`src/rtl/rf_path_sequencer.sv`:
```
// Break-before-make sequencer for the RF front-end pins.
// A mode change first drops the actives (mixer, LNAs) to their safe value,
// waits a guard time, moves the switch pins, waits a settle time, and only
// then re-enables the actives for the new mode. A debug level input lets
// the pins be driven directly; leaving debug replays a full sequence.
//
// state   | meaning
// --------+----------------------------------------------------------
// IDLE    | pins at the applied mode, waiting for a request
// QUIESCE | actives safe, switches still at the old mode (guard time)
// SWITCH  | switches at the target, actives still safe (settle time)
// ENABLE  | one cycle: full target applied, done pulsed
module rf_path_sequencer #(
   parameter int GUARD_CYC  = 64,
   parameter int SETTLE_CYC = 256,
   parameter int CNT_W      = 16
) (
   input  logic       i_sys_clk,
   input  logic       i_rst_b,
   input  logic       i_req,
   input  logic [2:0] i_mode,
   input  logic       i_dbg_en,
   input  logic [7:0] i_dbg_pins,
   output logic [7:0] o_rf_pins,
   output logic [2:0] o_cur_mode,
   output logic       o_busy,
   output logic       o_done,
   output logic       o_err
);

   typedef enum logic [1:0] {
      ST_IDLE    = 2'd0,
      ST_QUIESCE = 2'd1,
      ST_SWITCH  = 2'd2,
      ST_ENABLE  = 2'd3
   } state_t;

   localparam logic [2:0]       SAFE_ACT    = 3'b110;
   localparam logic [7:0]       RESET_PINS  = 8'h56;
   localparam logic [CNT_W-1:0] GUARD_LAST  = CNT_W'(GUARD_CYC - 1);
   localparam logic [CNT_W-1:0] SETTLE_LAST = CNT_W'(SETTLE_CYC - 1);

   // Invalid codes map to the low-power pattern; they never reach the table
   // because invalid requests are rejected before latching.
   function automatic logic [7:0] mode_pins(input logic [2:0] mode);
      logic [7:0] pins;
      case (mode)
         3'd0:    pins = 8'h56;
         3'd1:    pins = 8'h66;
         3'd2:    pins = 8'h9D;
         3'd3:    pins = 8'h5D;
         3'd4:    pins = 8'h6B;
         3'd5:    pins = 8'hAB;
         default: pins = 8'h56;
      endcase
      return pins;
   endfunction

   state_t           state_q, state_nxt;
   logic [CNT_W-1:0] cnt_q, cnt_nxt;
   logic [2:0]       target_q, target_nxt;
   logic             pend_v_q, pend_v_nxt;
   logic [2:0]       pend_mode_q, pend_mode_nxt;
   logic             dbg_q;
   logic [7:0]       pins_nxt;
   logic [2:0]       cur_mode_nxt;
   logic             busy_nxt, done_nxt, err_nxt;
   logic             mode_ok, req_ok;
   logic [7:0]       target_pins;

   assign mode_ok     = (i_mode < 3'd6);
   assign req_ok      = i_req & mode_ok;
   assign target_pins = mode_pins(target_q);

   // Next-state, pending slot and registered-output computation.
   always_comb begin
      state_nxt     = state_q;
      cnt_nxt       = cnt_q;
      target_nxt    = target_q;
      pend_v_nxt    = pend_v_q;
      pend_mode_nxt = pend_mode_q;
      pins_nxt      = o_rf_pins;
      cur_mode_nxt  = o_cur_mode;
      done_nxt      = 1'b0;
      err_nxt       = i_req & ~mode_ok;

      if (i_dbg_en) begin
         state_nxt  = ST_IDLE;
         cnt_nxt    = '0;
         pend_v_nxt = 1'b0;
         pins_nxt   = i_dbg_pins;
      end else if (dbg_q) begin
         // Pins may be anything after debug, so always replay the full
         // sequence to the last applied mode.
         state_nxt  = ST_QUIESCE;
         cnt_nxt    = '0;
         target_nxt = o_cur_mode;
         pins_nxt   = {o_rf_pins[7:3], SAFE_ACT};
         if (req_ok && (i_mode != o_cur_mode)) begin
            pend_v_nxt    = 1'b1;
            pend_mode_nxt = i_mode;
         end
      end else begin
         // Requests arriving mid-sequence go to the one-deep pending slot;
         // a request for the in-flight target cancels anything pending.
         if ((state_q != ST_IDLE) && req_ok) begin
            pend_v_nxt    = (i_mode != target_q);
            pend_mode_nxt = i_mode;
         end

         case (state_q)
            ST_IDLE: begin
               if (req_ok) begin
                  if (i_mode == o_cur_mode) begin
                     done_nxt = 1'b1;
                  end else begin
                     state_nxt  = ST_QUIESCE;
                     cnt_nxt    = '0;
                     target_nxt = i_mode;
                     pins_nxt   = {o_rf_pins[7:3], SAFE_ACT};
                  end
               end
            end
            ST_QUIESCE: begin
               if (cnt_q == GUARD_LAST) begin
                  state_nxt = ST_SWITCH;
                  cnt_nxt   = '0;
                  pins_nxt  = {target_pins[7:3], SAFE_ACT};
               end else begin
                  cnt_nxt = cnt_q + CNT_W'(1);
               end
            end
            ST_SWITCH: begin
               if (cnt_q == SETTLE_LAST) begin
                  state_nxt    = ST_ENABLE;
                  cnt_nxt      = '0;
                  pins_nxt     = target_pins;
                  cur_mode_nxt = target_q;
               end else begin
                  cnt_nxt = cnt_q + CNT_W'(1);
               end
            end
            ST_ENABLE: begin
               cnt_nxt = '0;
               if (pend_v_nxt) begin
                  pend_v_nxt = 1'b0;
                  if (pend_mode_nxt == target_q) begin
                     state_nxt = ST_IDLE;
                     done_nxt  = 1'b1;
                  end else begin
                     state_nxt  = ST_QUIESCE;
                     target_nxt = pend_mode_nxt;
                     pins_nxt   = {o_rf_pins[7:3], SAFE_ACT};
                  end
               end else begin
                  state_nxt = ST_IDLE;
               end
            end
            default: begin
               state_nxt = ST_IDLE;
               cnt_nxt   = '0;
            end
         endcase
      end

      busy_nxt = (state_nxt != ST_IDLE);
      if (state_nxt == ST_ENABLE) begin
         done_nxt = 1'b1;
      end
   end

   // State, counter, pending slot and all outputs are registered together.
   always_ff @(posedge i_sys_clk or negedge i_rst_b) begin
      if (!i_rst_b) begin
         state_q     <= ST_IDLE;
         cnt_q       <= '0;
         target_q    <= 3'd0;
         pend_v_q    <= 1'b0;
         pend_mode_q <= 3'd0;
         dbg_q       <= 1'b0;
         o_rf_pins   <= RESET_PINS;
         o_cur_mode  <= 3'd0;
         o_busy      <= 1'b0;
         o_done      <= 1'b0;
         o_err       <= 1'b0;
      end else begin
         state_q     <= state_nxt;
         cnt_q       <= cnt_nxt;
         target_q    <= target_nxt;
         pend_v_q    <= pend_v_nxt;
         pend_mode_q <= pend_mode_nxt;
         dbg_q       <= i_dbg_en;
         o_rf_pins   <= pins_nxt;
         o_cur_mode  <= cur_mode_nxt;
         o_busy      <= busy_nxt;
         o_done      <= done_nxt;
         o_err       <= err_nxt;
      end
   end

endmodule

```
`config.mk`:
```
export PLATFORM = sky130hd
export DESIGN_NAME = rf_path_sequencer
export DESIGN_NICKNAME = d
export VERILOG_FILES = /design/src/rtl/rf_path_sequencer.sv
export SDC_FILE = /design/constraint.sdc
export NUM_CORES = 1
export LEC_CHECK = 0
export BUFFER_PORTS_ARGS = -buffer_cell sky130_fd_sc_hd__buf_2
export CORE_MARGIN = 2
export CORE_UTILIZATION = 30
export DETAILED_ROUTE_END_ITERATION = 10
export GPL_ROUTABILITY_DRIVEN = 0
export PLACE_DENSITY = 0.45
export SKIP_LAST_GASP = 1
export SYNTH_ARGS = -nofsm -noshare
export SYNTH_HDL_FRONTEND = slang
export SYNTH_SLANG_ARGS = --single-unit
```
`constraint.sdc`:
```
create_clock -name i_sys_clk -period 2.2 [get_ports i_sys_clk]
set_clock_uncertainty 0.1 [all_clocks]
set_input_delay 0.11 -clock i_sys_clk [delete_from_list [all_inputs] [get_ports i_sys_clk]]
set_output_delay 0.11 -clock i_sys_clk [all_outputs]
set_load 0.01 [all_outputs]
```
# Yosys cells after proc, flatten, opt, wreduce, memory -nomap -nowiden
# Index checks and enable logic that the tools add are counted.
dict set report word_totals {
  elab_cells 115
  reg_bits 40
  inputBits 15
}
dict set report op_classes {
  eq_ne 32
  mux 52
  bitwise 5
  n_reduce_logical 12
  n_addsub 1
  magnitude_cmp 1
}
# operator count
set op_table {}
lappend op_table {{$mux 16} 6}
lappend op_table {{$pmux 16 s4} 1}
lappend op_table {{$mux 3} 14}
lappend op_table {{$pmux 8 s5} 1}
lappend op_table {{$mux 8} 4}
lappend op_table {{$pmux 8 s4} 1}
lappend op_table {{$ne 4x4->1 const B} 6}
lappend op_table {{$ne 3x3->1 const B} 6}
lappend op_table {{$add 16x1->16 const B} 1}
lappend op_table {{$eq 16x6->1 const B} 1}
lappend op_table {{$eq 16x8->1 const B} 1}
lappend op_table {{$mux 1} 15}
lappend op_table {{$mux 2} 7}
lappend op_table {{$reduce_and 6->1} 2}
lappend op_table {{$pmux 2 s4} 1}
lappend op_table {{$eq 2x2->1 const B} 3}
lappend op_table {{$eq 3x2->1 const B} 2}
lappend op_table {{$eq 3x3->1} 2}
lappend op_table {{$eq 3x3->1 const B} 2}
lappend op_table {{$ne 2x2->1 const B} 3}
lappend op_table {{$ne 3x3->1} 2}
lappend op_table {{$pmux 3 s2} 1}
lappend op_table {{$reduce_and 5->1} 1}
lappend op_table {{$reduce_and 2->1} 2}
lappend op_table {{other kinds (13)} 18}

# Longest topological paths before layout
# Gate-level depths: netlist (run 1).
dict set report depth {
  depth_word 14
  depth_mapped 9
}

# Least setup slack after synthesis (run 1)
# No wires, ideal clock.
dict set report synth_path {
  kind {reg-to-reg}
  startpoint {reg state_q[0]}
  endpoint {reg o_rf_pins[0]}
  t_arrival_ns 2.114
  period_less_slack_ns 2.339
  stages_incl_launch_ff 9
  required_time_ns 1.975
  setup_slack_ns -0.139
  setup_ns 0.125
  cell_sequence {dfrtp_1 inv_1 ha_1 or3_1 o21a_1 o22ai_4 nand2_1 o221ai_2 mux2_4}
}
dict set report synth_between {
  elab_chain_cells 8
}
# element line_no
set synth_lines {}
lappend synth_lines {{from (decl)} 59} ;# state_t state_q, state_nxt;
lappend synth_lines {{from (signal assigned)} 187} ;# state_q <= state_nxt;
lappend synth_lines {{$reduce_bool 2->1} 106} ;# if ((state_q != ST_IDLE) && req_ok) begin
lappend synth_lines {{$logic_and 1x1->1} 106}
lappend synth_lines {{$mux 3} 106}
lappend synth_lines {{$mux 3} 92} ;# end else if (dbg_q) begin
lappend synth_lines {{$mux 3} 87} ;# if (i_dbg_en) begin
lappend synth_lines {{$eq 3x3->1} 147} ;# if (pend_mode_nxt == target_q) begin
lappend synth_lines {{$ne 4x4->1 (no source line)} --}
lappend synth_lines {{$reduce_and 6->1 (no source line)} --}
lappend synth_lines {{to (signal assigned)} 193} ;# o_rf_pins <= pins_nxt;
lappend synth_lines {{to (decl)} 24} ;# output logic [7:0] o_rf_pins,
# Parallel ways exist; a longest one is shown, timed or not. The select of a mux whose other input is x is not followed.
# A chain may end at the register's enable or synchronous reset.

# Worst setup path after layout (run 1)
dict set report layout_path {
  startpoint {reg state_q[1]}
  endpoint {reg o_rf_pins[0]}
}
# Same word-level chain as after synthesis.

==> metrics.yaml, run 1 <==
floorplanning:
  fp.dieArea_um2: 9080
  ios: 29
  start_util_pct: 30.7
  rows: 33
  dieWidth_um: 95.3
  coreArea_um2: 8130
  die_y_um: 95.3
cells_and_area:
  final_area_um2: 3520
  layout-drive-gt1-share_pct: 40.5
  final_common_cell: "buf_4"
  antenna_cells: 0
  mostFrequentLayoutCells: "buf_4 (52), dfrtp_1 (35), nand2_1 (28), buf_2 (28), nor2_1 (27)"
  fin_nets: 373
  area_delta_synth_final_pct: 40.6
routing:
  antenna_left: 0
  wirelength_um: 7020
  viasPerCell: 4.92
  dr.pass1.iters: 4
  drc: 0
  num_vias: 2254
  routedWlPerCell_um: 15.3
  drt_iter0_drc: 129
min_path:
  holdPathEnd: "o_rf_pins[2]"
  hold_start: "i_dbg_pins[2]"
  min_path_cells: 3
  hp-class: "in -> reg"
power_and_ir_drop:
  clockPowerShare_pct: 28.8
  seq_power_share_pct: 45.2
  power_density_nw_per_um2: 518
  power_frac_comb_pct: 26.0
  p_sw_share_pct: 30.7
  power.internal_mw: 1.26
  leakagePower_nw: 1.57
  power.switching_uw: 559
  ir_worst_vdd_uv: 220
global_route:
  antenna_found_initial: 0
  track_usage_pct: 15.9
  grt_max_degree: 25
  grt_pass1_vias: 2162
  grt_pass1_wl_um: 11100
  grt_overflow: 0
worst_setup_path:
  crit_required_ps: 2280
  r2r_start: "state_q[1]"
  cp.depth: 8
  crit_slowest_cell: "dfrtp_1"
  crit_chain: "buf_4, ha_4, or3_4, o21a_1, o22ai_4, nand2_1, o221ai_2, mux2_4"
  criticalPathCategory: "reg -> reg"
  path_max_fanout: 4
  r2r.worst_path.cells: 8
  slowest_delay_ps: 400
  regToRegSetupSlack_ps: -10
  cp.arrival_ps: 2290
  end_kind: "flip-flop"
  critPathLaunchType: "flip-flop"
  worstPathBufferInverterCount: 1
  reg2reg_to: "o_rf_pins[0]"
  critPathTopFamily: "compound AO/OA/AOI/OAI gates"
synth:
  syn_nets: 287
  synth_edf_count: 0
  synth_seq_cells: 40
  synth_cell_types: 56
  postSynthCellCount: 266
  syn_avg_cell_area_um2: 9.40
  synth_flop_cell: "dfrtp_1"
  synth_area_um2: 2500
  ys_seq_area_share_pct: 40.2
  synth-async-reset-ratio_pct: 100
  yosysWarningCount: 0
place:
  place.port_buffers: 28
  place_hpwl_um: 5110
  placed_area_um2: 3160
  dp_slack_ps: -48.3
timing:
  worst_pin_slew_ps: 582
  fin_crit_ps: 2210
  hold_violations: 0
  rsz0062_at_grt: "true"
  fin_crit_sh_pct: 101
  max_freq_mhz: 452
  setup_viol: 2
  final_max_slew_viol_count: 0
  fin_ws_ps: -11.6
  relSlewSlack_pct: 61.2
outcome:
  outcome: "complete, but fails checks"
  violations: "negative setup slack"
clock_tree:
  clock_latency_ps: 290
  cts_buffers: 5
  cts_tree: "yes"
  cts_sinks: 40
  cts.clk_slew.worst_paths_ps: 80
  ctsHtreeMaxLevel: 2
  cts-root-buf: "clkbuf_8"
  cts_buffer_depth: 2
run:
  cap_violations: 0
[worst register-to-register path: stages (launching register included)]
cell and delay, ps:
dfrtp_1 400, buf_4 150, ha_4 150, or3_4 330, o21a_1 140, o22ai_4 200
nand2_1 100, o221ai_2 230, mux2_4 320
[final cells by class]
cell class	instances	area, µm²
clock buffers	6	82.6
clock inverters	2	10.0
fillers	809	4620
inverters	10	37.5
multi-input cells	206	1620
flip-flops and latches	40	1010
well taps	105	131
repair buffers	89	632
[state kept, by name, indices dropped and copies added (netlist names)]
register	cells
dbg_q	1
o_done	1
o_cur_mode	3
o_rf_pins	8
state_q	2
pend_v_q	1
target_q	3
o_err	1
pend_mode_q	3
cnt_q	16
o_busy	1
[what timing repair did]
action                                 4_1_cts  5_1_grt
setup endpoints to repair                    9       28
hold buffers                                 7        0
gates cloned                                 0        0
pin swaps                                    3        8
endpoints found under the hold margin       29        0
setup buffers                                1        4
resized for setup                            3       23
[metal layers]
layer | global-route usage (%) | share of wire, % | vias to the layer above
li1 | - | - | 1139
met4 | 3.99 | 0.97 | 0
met3 | 2.61 | 3.4 | 5
met5 | 0 | 0 | -
met2 | 24.2 | 44 | 36
met1 | 23.4 | 51 | 1074
[through the flow]
step,TNS (ps),util (%),hold slack (ps),cells,power [mW]
CTS,0,41.3,5.44,454,1.81
detailed placement,-200,38.9,52.7,438,1.25
global route,-742,43.2,11.8,458,1.94
global placement,-69.0,38.9,57.6,438,1.25
finish,-19.0,43.2,22.7,458,1.82
floorplan,-10.9,-,-286,266,1.08
[cell usage after synthesis, drive strengths merged, types with 2 or more instances]
| master | number | area share, % |
|---|---|---|
| dfrtp | 36 | 36 |
| nand4 | 6 | 1.5 |
| nand3 | 5 | 1.0 |
| o221ai | 2 | 0.95 |
| xor2 | 6 | 2.1 |
| nand2b | 3 | 0.75 |
| nor2b | 4 | 1.0 |
| nor4b | 2 | 0.70 |
| dfstp | 4 | 4.2 |
| a221o | 5 | 2.0 |
| and3 | 4 | 1.1 |
| or3 | 9 | 2.3 |
| inv | 10 | 1.5 |
| a31o | 4 | 1.4 |
| a211o | 3 | 1.1 |
| o211ai | 3 | 1.1 |
| mux2 | 6 | 2.9 |
| a311oi | 2 | 1.4 |
| and4 | 2 | 0.70 |
| nor3b | 2 | 0.60 |
| o31ai | 3 | 0.90 |
| clkbuf | 6 | 0.90 |
| ha | 6 | 3.0 |
| nor3 | 5 | 1.0 |
| o21a | 2 | 0.60 |
| or2 | 2 | 0.50 |
| nor2 | 27 | 4.1 |
| and2 | 2 | 0.50 |
| mux2i | 8 | 3.2 |
| nand2 | 29 | 4.4 |
| buf | 4 | 1.2 |
| nor4 | 4 | 1.0 |
| xnor2 | 11 | 3.9 |
| o22ai | 3 | 1.3 |
| a21oi | 11 | 2.4 |
| o21ai | 15 | 3.0 |
[power groups by stage]
stage          Sequential (mW)  Clock [mW]  Combinational (mW)
2_1_floorplan            0.835           0               0.241
3_3_place_gp             0.839           0               0.411
3_5_place_dp             0.837           0               0.411
4_1_cts                  0.823       0.555               0.434
5_1_grt                  0.831       0.582               0.522
6_report                 0.824       0.525               0.473
[cell families (layout without fill, tap and decap cells)]
logic type | count (synthesis) | in the layout | synth area share (%)
simple gates | 108 | 108 | 22.1
compound gates | 61 | 61 | 19.1
flops | 40 | 40 | 40.2
buf+inv | 20 | 107 | 3.55
xor+xnor | 17 | 17 | 5.95
mux | 14 | 14 | 6.05
fa+ha+maj | 6 | 6 | 3.00
[worst max path at each step]
stage	start	end	slack, ps
after floorplan	state_q[0]	o_rf_pins[0]	-10
after global routing	state_q[1]	o_rf_pins[2]	-110
after global placement	state_q[0]	o_busy	-40
after CTS	state_q[0]	o_rf_pins[0]	1
after detailed placement	state_q[0]	o_done	-50
final	state_q[1]	o_rf_pins[0]	-10
Power figures use the tool's default switching activity.
==> inputs of run 2 (changes only) <==
--- a/config.mk
+++ b/config.mk
@@ -6,11 +6,13 @@
 export NUM_CORES = 1
 export LEC_CHECK = 0
 export BUFFER_PORTS_ARGS = -buffer_cell sky130_fd_sc_hd__buf_2
+export CAP_MARGIN = 10
 export CORE_MARGIN = 2
 export CORE_UTILIZATION = 30
 export DETAILED_ROUTE_END_ITERATION = 10
 export GPL_ROUTABILITY_DRIVEN = 0
 export PLACE_DENSITY = 0.45
+export SETUP_SLACK_MARGIN = 0.5
 export SKIP_LAST_GASP = 1
 export SYNTH_ARGS = -nofsm -noshare
 export SYNTH_HDL_FRONTEND = slang
==> metrics.yaml, run 2 (synthesis gave the netlist of run 1 again) <==
outcome:
  outcome: "complete, but fails checks"
  violations: "negative setup slack"
global_route:
  grt_max_degree: 41
  grt_pass1_vias: 2425
  grt_overflow: 0
  track_usage_pct: 17.4
  grt_pass1_wl_um: 12300
  antenna_found_initial: 0
routing:
  antenna_left: 0
  routedWlPerCell_um: 15.8
  num_vias: 2468
  viasPerCell: 5.09
  dr.pass1.iters: 4
  drt_iter0_drc: 104
  drc: 0
  wirelength_um: 7640
cells_and_area:
  fin_nets: 400
  mostFrequentLayoutCells: "buf_4 (62), dfrtp_1 (35), buf_2 (28)"
  final_area_um2: 3910
  fill_cells: 752
  largest_reg_flops: 16
  top_regs: "cnt_q x16, o_rf_pins x8"
  final_util_pct: 48.1
  antenna_cells: 0
  final_common_cell: "buf_4"
  layout-drive-gt1-share_pct: 48.9
  largest_register: "cnt_q"
  area_delta_synth_final_pct: 56.4
timing:
  fin_crit_sh_pct: 101
  relSlewSlack_pct: 64.9
  fin_ws_ps: -19.2
  rsz0062_at_grt: "true"
  setup_viol: 2
  final_max_slew_viol_count: 0
  worst_pin_slew_ps: 526
  fin_crit_ps: 2220
  hold_violations: 0
  max_freq_mhz: 451
worst_setup_path:
  cp.arrival_ps: 2310
  crit_required_ps: 2290
  path_max_fanout: 5
  end_kind: "flip-flop"
  critPathLaunchType: "flip-flop"
  criticalPathCategory: "reg -> reg"
  r2r.worst_path.cells: 9
floorplanning:
  start_util_pct: 30.7
  rows: 33
  coreArea_um2: 8130
  die_y_um: 95.3
  dieWidth_um: 95.3
  fp.dieArea_um2: 9080
  ios: 29
place:
  place.port_buffers: 28
  place_hpwl_um: 5030
  placed_area_um2: 3200
power_and_ir_drop:
  leakagePower_nw: 1.76
  power_density_nw_per_um2: 492
  ir_worst_vdd_uv: 279
clock_tree:
  cts_buffer_depth: 2
  clock_latency_ps: 300
  cts_buffers: 5
  cts-root-buf: "clkbuf_8"
  cts_tree: "yes"
  ctsHtreeMaxLevel: 2
  cts.clk_slew.worst_paths_ps: 80
  cts_sinks: 40
min_path:
  min_path_cells: 3
  hp-class: "in -> reg"
run:
  cap_violations: 0
==> run 2: critical path, stage by stage (launching register included) <==
cell	delay, ps
dfrtp_1	390
inv_2	60
ha_4	180
nand2b_4	160
o221a_4	260
a31o_4	230
nor3_4	260
buf_4	160
a21oi_1	70
o32ai_2	250
==> run 2: layout make-up <==
| class | count | area [µm²] | area share [%] |
|---|---|---|---|
| Clock inverter | 2 | 10.0 | 0.256 |
| Inverter | 10 | 37.5 | 0.959 |
| Sequential cell | 40 | 1010 | 25.7 |
| Tap cell | 105 | 131 | 3.36 |
| Timing Repair Buffer | 114 | 892 | 22.8 |
| Clock buffer | 6 | 82.6 | 2.11 |
| Multi-Input combinational cell | 208 | 1750 | 44.8 |
==> run 2: worst paths after layout <==
check,startpoint,end,slack [ps]
worst min-delay path,i_dbg_pins[2],o_rf_pins[2],20
max in group asynchronous,i_rst_b,o_cur_mode[0],1300
worst min register to register,o_rf_pins[1],o_rf_pins[1],370
min in group asynchronous,i_rst_b,cnt_q[15],310
worst max-delay path,state_q[1],o_done,-20
worst max register to register,state_q[1],o_done,-20
==> run 2: repair_timing <==
action | in CTS | in global routing
cloned | 3 | 0
endpoints found under the hold margin | 42 | 0
pin swaps | 29 | 11
resized for setup | 42 | 20
endpoints found under the setup margin | 38 | 38
buffers inserted | 14 | 13
hold buffers | 7 | 0
==> run 2: layer usage <==
layer,up-vias,share of wire [%],wire length [µm],track usage (%)
met5,-,0,0,0
li1,1204,-,-,-
met1,1205,49,3750,25.1
met2,53,46,3520,27.5
met3,6,3.9,298,2.69
met4,0,0.94,72,4.11
==> run 2: power breakdown <==
group | switching (mW) | total, mW | internal [mW]
Clock | 0.279 | 0.530 | 0.251
Sequential | 0.0398 | 0.823 | 0.783
Combinational | 0.285 | 0.572 | 0.286
==> run 2: metrics by stage <==
step / hold WS [ps] / setup slack [ps] / total power, mW / std cells / TNS, ps
after floorplan: -286 / -10.7 / 1.09 / 266 / -10.7
after global placement: 116 / -41.1 / 1.26 / 440 / -158
after detailed placement: 124 / -59.0 / 1.26 / 440 / -347
after CTS: 15.6 / -20.5 / 1.91 / 472 / -59.9
after global routing: 22.3 / -116 / 2.03 / 485 / -1620
final: 21.3 / -19.2 / 1.92 / 485 / -37.5
